<file path="config.mk">
export PLATFORM = sky130hd
export DESIGN_NAME = guess_game_core
export DESIGN_NICKNAME = d
export VERILOG_FILES = /design/src/rtl/guess_game_pkg.sv /design/src/rtl/lfsr16.sv /design/src/rtl/guess_game_core.sv
export SDC_FILE = /design/constraint.sdc
export NUM_CORES = 1
export LEC_CHECK = 0
export CORE_AREA = 2 2 93 95
export CTS_BUF_LIST = sky130_fd_sc_hd__clkbuf_8 sky130_fd_sc_hd__clkbuf_16
export DETAILED_ROUTE_END_ITERATION = 10
export DIE_AREA = 0 0 95 97
export HOLD_SLACK_MARGIN = 0.06
export PLACE_DENSITY_LB_ADDON = 0.12
export SLEW_MARGIN = 40
export SYNTH_ARGS = -nofsm -noshare
export SYNTH_HDL_FRONTEND = slang
export SYNTH_HIERARCHICAL = 1
export SYNTH_SLANG_ARGS = --single-unit
</file>
<file path="constraint.sdc">
create_clock -name clk -period 3.1 [get_ports clk]
set_input_delay 0.62 -clock clk [delete_from_list [all_inputs] [get_ports clk]]
set_output_delay 0.62 -clock clk [all_outputs]
set_load 0.02 [all_outputs]
</file>
<file path="src/rtl/guess_game_pkg.sv">
`default_nettype none
// ============================================================================
// Module   : guess_game_pkg
// Purpose  : Shared types and constants for the number-guessing game core.
// Revision : 1.0 - initial release
// ============================================================================
package guess_game_pkg;

    typedef enum logic [1:0] {
        IDLE = 2'd0,
        PLAY = 2'd1,
        WIN  = 2'd2,
        LOSE = 2'd3
    } game_state_t;

    // Feedback taps at bits 15, 13, 12 and 10 (x^16 + x^14 + x^13 + x^11 + 1)
    localparam logic [15:0] C_LFSR_TAPS    = 16'hB400;
    localparam logic [15:0] C_DEFAULT_SEED = 16'hACE1;

endpackage
`default_nettype wire

</file>
<file path="src/rtl/lfsr16.sv">
`default_nettype none
// ============================================================================
// Module   : lfsr16
// Purpose  : Free-running 16-bit Fibonacci LFSR, left-shifting, seeded on reset.
// Revision : 1.0 - initial release
// ============================================================================
module lfsr16
    import guess_game_pkg::*;
#(
    parameter logic [15:0] SEED = C_DEFAULT_SEED
) (
    input  logic        clk,
    input  logic        rst,
    output logic [15:0] lfsr
);

    logic [15:0] r_lfsr;

    always_ff @(posedge clk) begin
        if (rst) begin
            r_lfsr <= SEED;
        end else begin
            r_lfsr <= {r_lfsr[14:0], ^(r_lfsr & C_LFSR_TAPS)};
        end
    end

    assign lfsr = r_lfsr;

endmodule
`default_nettype wire

</file>
<file path="src/rtl/guess_game_core.sv">
`default_nettype none
// ============================================================================
// Module   : guess_game_core
// Purpose  : Number-guessing game controller: secret, hints, range and tries.
// Revision : 1.0 - initial release
// ============================================================================
module guess_game_core
    import guess_game_pkg::*;
#(
    parameter int          WIDTH     = 4,
    parameter int          MAX_TRIES = 5,
    parameter logic [15:0] SEED      = C_DEFAULT_SEED
) (
    input  logic                           clk,
    input  logic                           rst,
    input  logic [WIDTH-1:0]               guess,
    input  logic                           submit,
    input  logic                           new_game,
    output logic                           is_equal,
    output logic                           is_greater,
    output logic                           is_less,
    output logic                           hint_valid,
    output logic                           wasted,
    output logic [WIDTH-1:0]               lo_bound,
    output logic [WIDTH-1:0]               hi_bound,
    output logic [$clog2(MAX_TRIES+1)-1:0] tries_used,
    output logic                           playing,
    output logic                           win,
    output logic                           lose,
    output logic [WIDTH-1:0]               reveal
);

    localparam int TW = $clog2(MAX_TRIES + 1);

    game_state_t      r_state;
    game_state_t      w_state_next;
    logic [15:0]      w_lfsr;
    logic [WIDTH-1:0] r_secret;
    logic [WIDTH-1:0] r_lo;
    logic [WIDTH-1:0] r_hi;
    logic [TW-1:0]    r_tries;
    logic             r_eq;
    logic             r_gt;
    logic             r_lt;
    logic             r_valid;
    logic             r_wasted;

    logic             w_eq;
    logic             w_gt;
    logic             w_lt;
    logic             w_score;
    logic             w_last_try;
    logic             w_wasted;
    logic [WIDTH-1:0] w_guess_dec;
    logic [WIDTH-1:0] w_guess_inc;

    lfsr16 #(
        .SEED (SEED)
    ) u_lfsr (
        .clk  (clk),
        .rst  (rst),
        .lfsr (w_lfsr)
    );

    generate
        if (WIDTH < 16) begin : g_unused_lfsr
            logic w_unused_lfsr;
            assign w_unused_lfsr = ^w_lfsr[15:WIDTH];
        end
    endgenerate

    assign w_eq        = (guess == r_secret);
    assign w_gt        = (guess >  r_secret);
    assign w_lt        = (guess <  r_secret);
    // new_game takes priority, so a coincident submit is never scored
    assign w_score     = submit && !new_game && (r_state == PLAY);
    assign w_last_try  = ((int'(r_tries) + 1) == MAX_TRIES);
    assign w_wasted    = (guess < r_lo) || (guess > r_hi);
    assign w_guess_dec = guess - WIDTH'(1);
    assign w_guess_inc = guess + WIDTH'(1);

    always_comb begin
        w_state_next = r_state;
        if (new_game) begin
            w_state_next = PLAY;
        end else if (w_score) begin
            if (w_eq) begin
                w_state_next = WIN;
            end else if (w_last_try) begin
                w_state_next = LOSE;
            end
        end
    end

    always_ff @(posedge clk) begin
        if (rst) begin
            r_state <= IDLE;
        end else begin
            r_state <= w_state_next;
        end
    end

    always_ff @(posedge clk) begin
        if (rst) begin
            r_secret <= '0;
            r_lo     <= '0;
            r_hi     <= '1;
            r_tries  <= '0;
            r_eq     <= 1'b0;
            r_gt     <= 1'b0;
            r_lt     <= 1'b0;
            r_valid  <= 1'b0;
            r_wasted <= 1'b0;
        end else begin
            r_valid <= 1'b0;
            if (new_game) begin
                r_secret <= w_lfsr[WIDTH-1:0];
                r_lo     <= '0;
                r_hi     <= '1;
                r_tries  <= '0;
                r_eq     <= 1'b0;
                r_gt     <= 1'b0;
                r_lt     <= 1'b0;
                r_wasted <= 1'b0;
            end else if (w_score) begin
                r_eq     <= w_eq;
                r_gt     <= w_gt;
                r_lt     <= w_lt;
                r_valid  <= 1'b1;
                r_wasted <= w_wasted;
                r_tries  <= r_tries + TW'(1);
                // guess-1 / guess+1 cannot wrap on the branch that uses them
                if (w_eq) begin
                    r_lo <= guess;
                    r_hi <= guess;
                end else if (w_gt) begin
                    if (w_guess_dec < r_hi) begin
                        r_hi <= w_guess_dec;
                    end
                end else if (w_guess_inc > r_lo) begin
                    r_lo <= w_guess_inc;
                end
            end
        end
    end

    assign is_equal   = r_eq;
    assign is_greater = r_gt;
    assign is_less    = r_lt;
    assign hint_valid = r_valid;
    assign wasted     = r_wasted;
    assign lo_bound   = r_lo;
    assign hi_bound   = r_hi;
    assign tries_used = r_tries;
    assign playing    = (r_state == PLAY);
    assign win        = (r_state == WIN);
    assign lose       = (r_state == LOSE);
    assign reveal     = (win || lose) ? r_secret : '0;

endmodule
`default_nettype wire

</file>
==> run summary <==
Status - finished clean
Via density per instance - 4.201
Most common cell after layout, fill and taps aside - dfxtp_1
Crit path largest cell delay - 0.65 ns
Fillers - 836
Rel. slew slack - 69.51%
Setup Viol. Count Final - 0
Ys Warns - 6
Setup_tns - 0 ns
Fin area - 2597 um^2
Clk buf depth - 2
Worst EP arrival - 2.90 ns
Post-CTS setup buffer count - 0
Initial DRC Count - 49
Wire length per cell - 12.85 um
Global route overflow - 0
Hold Vio Cnt, Final - 0
Crit-path max FO - 8
Power Total - 1.180 mW
Period minus WS final - 2.688 ns
Global-route wire length before repair - 7.852 mm
Dpl hpwl - 3.622 mm
Clk sinks - 38
Share of post-route cells with drive strength above 1 - 7.364%
WS Path Type - input port to register
Pwr dens - 454.4 nW/um^2
Max VDD drop - 0.1691 mV
Post-CTS sizing - 0
EDFF count, synth - 0
Most frequent cells in the layout - 38 x dfxtp_1, 30 x clkdlybuf4s50_1, 24 x ha_1
Post-Synthesis Cells - 221
Die ar. - 9215 um^2
Vias in the first global route - 1549
Number of max-cap violations - 0
Layout net count - 289
Seq/Total Area, Yosys - 37.60%
Number of I/O pins - 31
Port Buffers - 30
Residual DRC - 0
GPL Wtd Cong - 0.7701
DRT Pass-1 Iters - 4
Required @ worst endpoint - 3.32 ns
Distinct cells, synth - 38
# diodes - 0
Tot GR Track Use - 10.87%
Worst-Margin Slew - 0.4557 ns
Ys flop type - dfxtp_1
Initial Util - 24.87%
Largest net degree at the start of global routing - 21
Pleak - 1.114 nW
Die width - 95 um
Antenna violations before repair - 0
Synth Net Count - 253
Pre-CTS setup slack - 0.1128 ns
Skew final - 0.004198 ns
Hold buffer count at cts - 0
Crit. End Element - register
Worst Hold Class - register to register
CTS tree - yes
H-tree levels - 2
Startpoint class of the critical path - input port
Most Crowded Layer GR - met2
CP max-delay cell - clkdlybuf4s50_1
M3 GR Usage - 2.492%
Synth Register Bits - 38
Slew Limit Fails - 0
Most used cell, CP - ha_1
Clock-pin slew on the worst setup and hold paths - 0.08 ns
Post-layout util - 31.93%
Root Driver - clkbuf_8
Syn-to-layout area delta - 28.39%
Final WS setup - 0.4115 ns
Detailed-route via count - 1525
Site Rows - 33
Asr flop ratio synth - 0%
Met2 Track Usage GR - 15.77%
Skew-Pair Late Insertion Delay - 0.29 ns
Final period util - 86.72%
Die H - 97 um
Fmax - 0.3720 GHz
CTS Buf Count - 5
Post-route antenna net violation count - 0
Post-DP Area - 2460 um^2
Worst Path Buf+Inv - 2
CP delay by family, top - buffers and inverters
RSZ-0062 raised after global routing - false
Cell Area, Synth - 2023 um^2
Final WL - 4.665 mm
Cell Chain, Critical Path - clkdlybuf4s50_1 > inv_1 > ha_1 > ha_1 > nor2b_1 > o211ai_1 > a21oi_1 > a21oi_2 > mux2i_1
Avg Inst Size Synth - 9.155 um^2
Placeable core area - 8134 um^2
Met1 usage - 15.75%
==> stage by stage <==
stage,std cells,hold slack [ns]
floorplan,221,0.3832
global placement,355,0.3856
detailed placement,355,0.3885
CTS,363,0.4089
global route,363,0.4336
finish,363,0.4057
==> cell usage after synthesis (5+ instances only) <==
| master | n | area (um^2) |
|---|---|---|
| dfxtp_1 | 38 | 760.7 |
| ha_1 | 24 | 300.3 |
| nor2_1 | 23 | 86.33 |
| inv_1 | 16 | 60.06 |
| nand2_1 | 16 | 60.06 |
| nor2b_1 | 14 | 87.58 |
| mux2i_1 | 11 | 110.1 |
| a21oi_1 | 9 | 45.04 |
| o21ai_0 | 7 | 35.03 |
| or2_1 | 7 | 43.79 |
| xnor2_1 | 7 | 61.31 |
| xor2_1 | 6 | 52.55 |
| and2_1 | 5 | 31.28 |
==> area by class of cell <==
cell class	count	area [um^2]	share of cell area, %
multi-input combinational	160	1162	44.75
clock inverter	3	68.82	2.649
inverter	16	60.06	2.312
timing repair buffer	36	345.3	13.29
sequential	38	760.7	29.29
tap	105	131.4	5.058
clock buffer	5	68.82	2.649
==> final timing paths <==
| check | start | depth (start not counted) | to | slack (ns) |
|---|---|---|---|---|
| min | u_lfsr/lfsr[6] | 1 | u_lfsr/lfsr[7] | 0.41 |
| min reg2reg | u_lfsr/lfsr[6] | 1 | u_lfsr/lfsr[7] | 0.41 |
| max | guess[1] | 9 | lo_bound[1] | 0.41 |
| max reg2reg | r_secret[1] | 7 | hi_bound[3] | 1.17 |
==> worst register-to-register path: cells and delay by family, from the launching register on <==
family / cells / cell delay, ns
and+or+nand+nor: 1 / 0.14
AOI/OAI and AO/OA: 3 / 0.78
DFF: 1 / 0.36
muxes: 1 / 0.21
buffers and inverters: 1 / 0.07
adders and majority gates: 1 / 0.30
==> layer usage <==
layer | wire length, um | vias up
met5 | 0 | -
met1 | 2367 | 679
met2 | 2021 | 34
li1 | - | 804
met4 | 78 | 0
met3 | 198 | 8
==> power by group <==
| part | switching [mW] | leakage (nW) | total, mW | internal (mW) |
|---|---|---|---|---|
| clock network | 0.182 | 0.0683 | 0.505 | 0.322 |
| logic | 0.0834 | 0.734 | 0.155 | 0.0714 |
| registers | 0.0115 | 0.312 | 0.521 | 0.509 |
==> kinds of logic (layout without fill, tap and decap cells) <==
| kind of cell | after synthesis | in the layout | synth area share (%) |
|---|---|---|---|
| xor+xnor | 13 | 13 | 5.628 |
| fa+ha+maj | 24 | 24 | 14.84 |
| flops | 38 | 38 | 37.60 |
| compound gates | 31 | 31 | 10.20 |
| simple gates | 81 | 81 | 21.34 |
| buf+inv | 23 | 60 | 4.948 |
| mux | 11 | 11 | 5.442 |
==> state kept, by name (all words and copies together), names as in the netlist <==
name         count
u_lfsr/lfsr     16
hi_bound         4
lo_bound         4
r_secret         4
tries_used       3
r_state          2
hint_valid       1
is_equal         1
is_greater       1
is_less          1
wasted           1
Power figures use the tool's default switching activity.
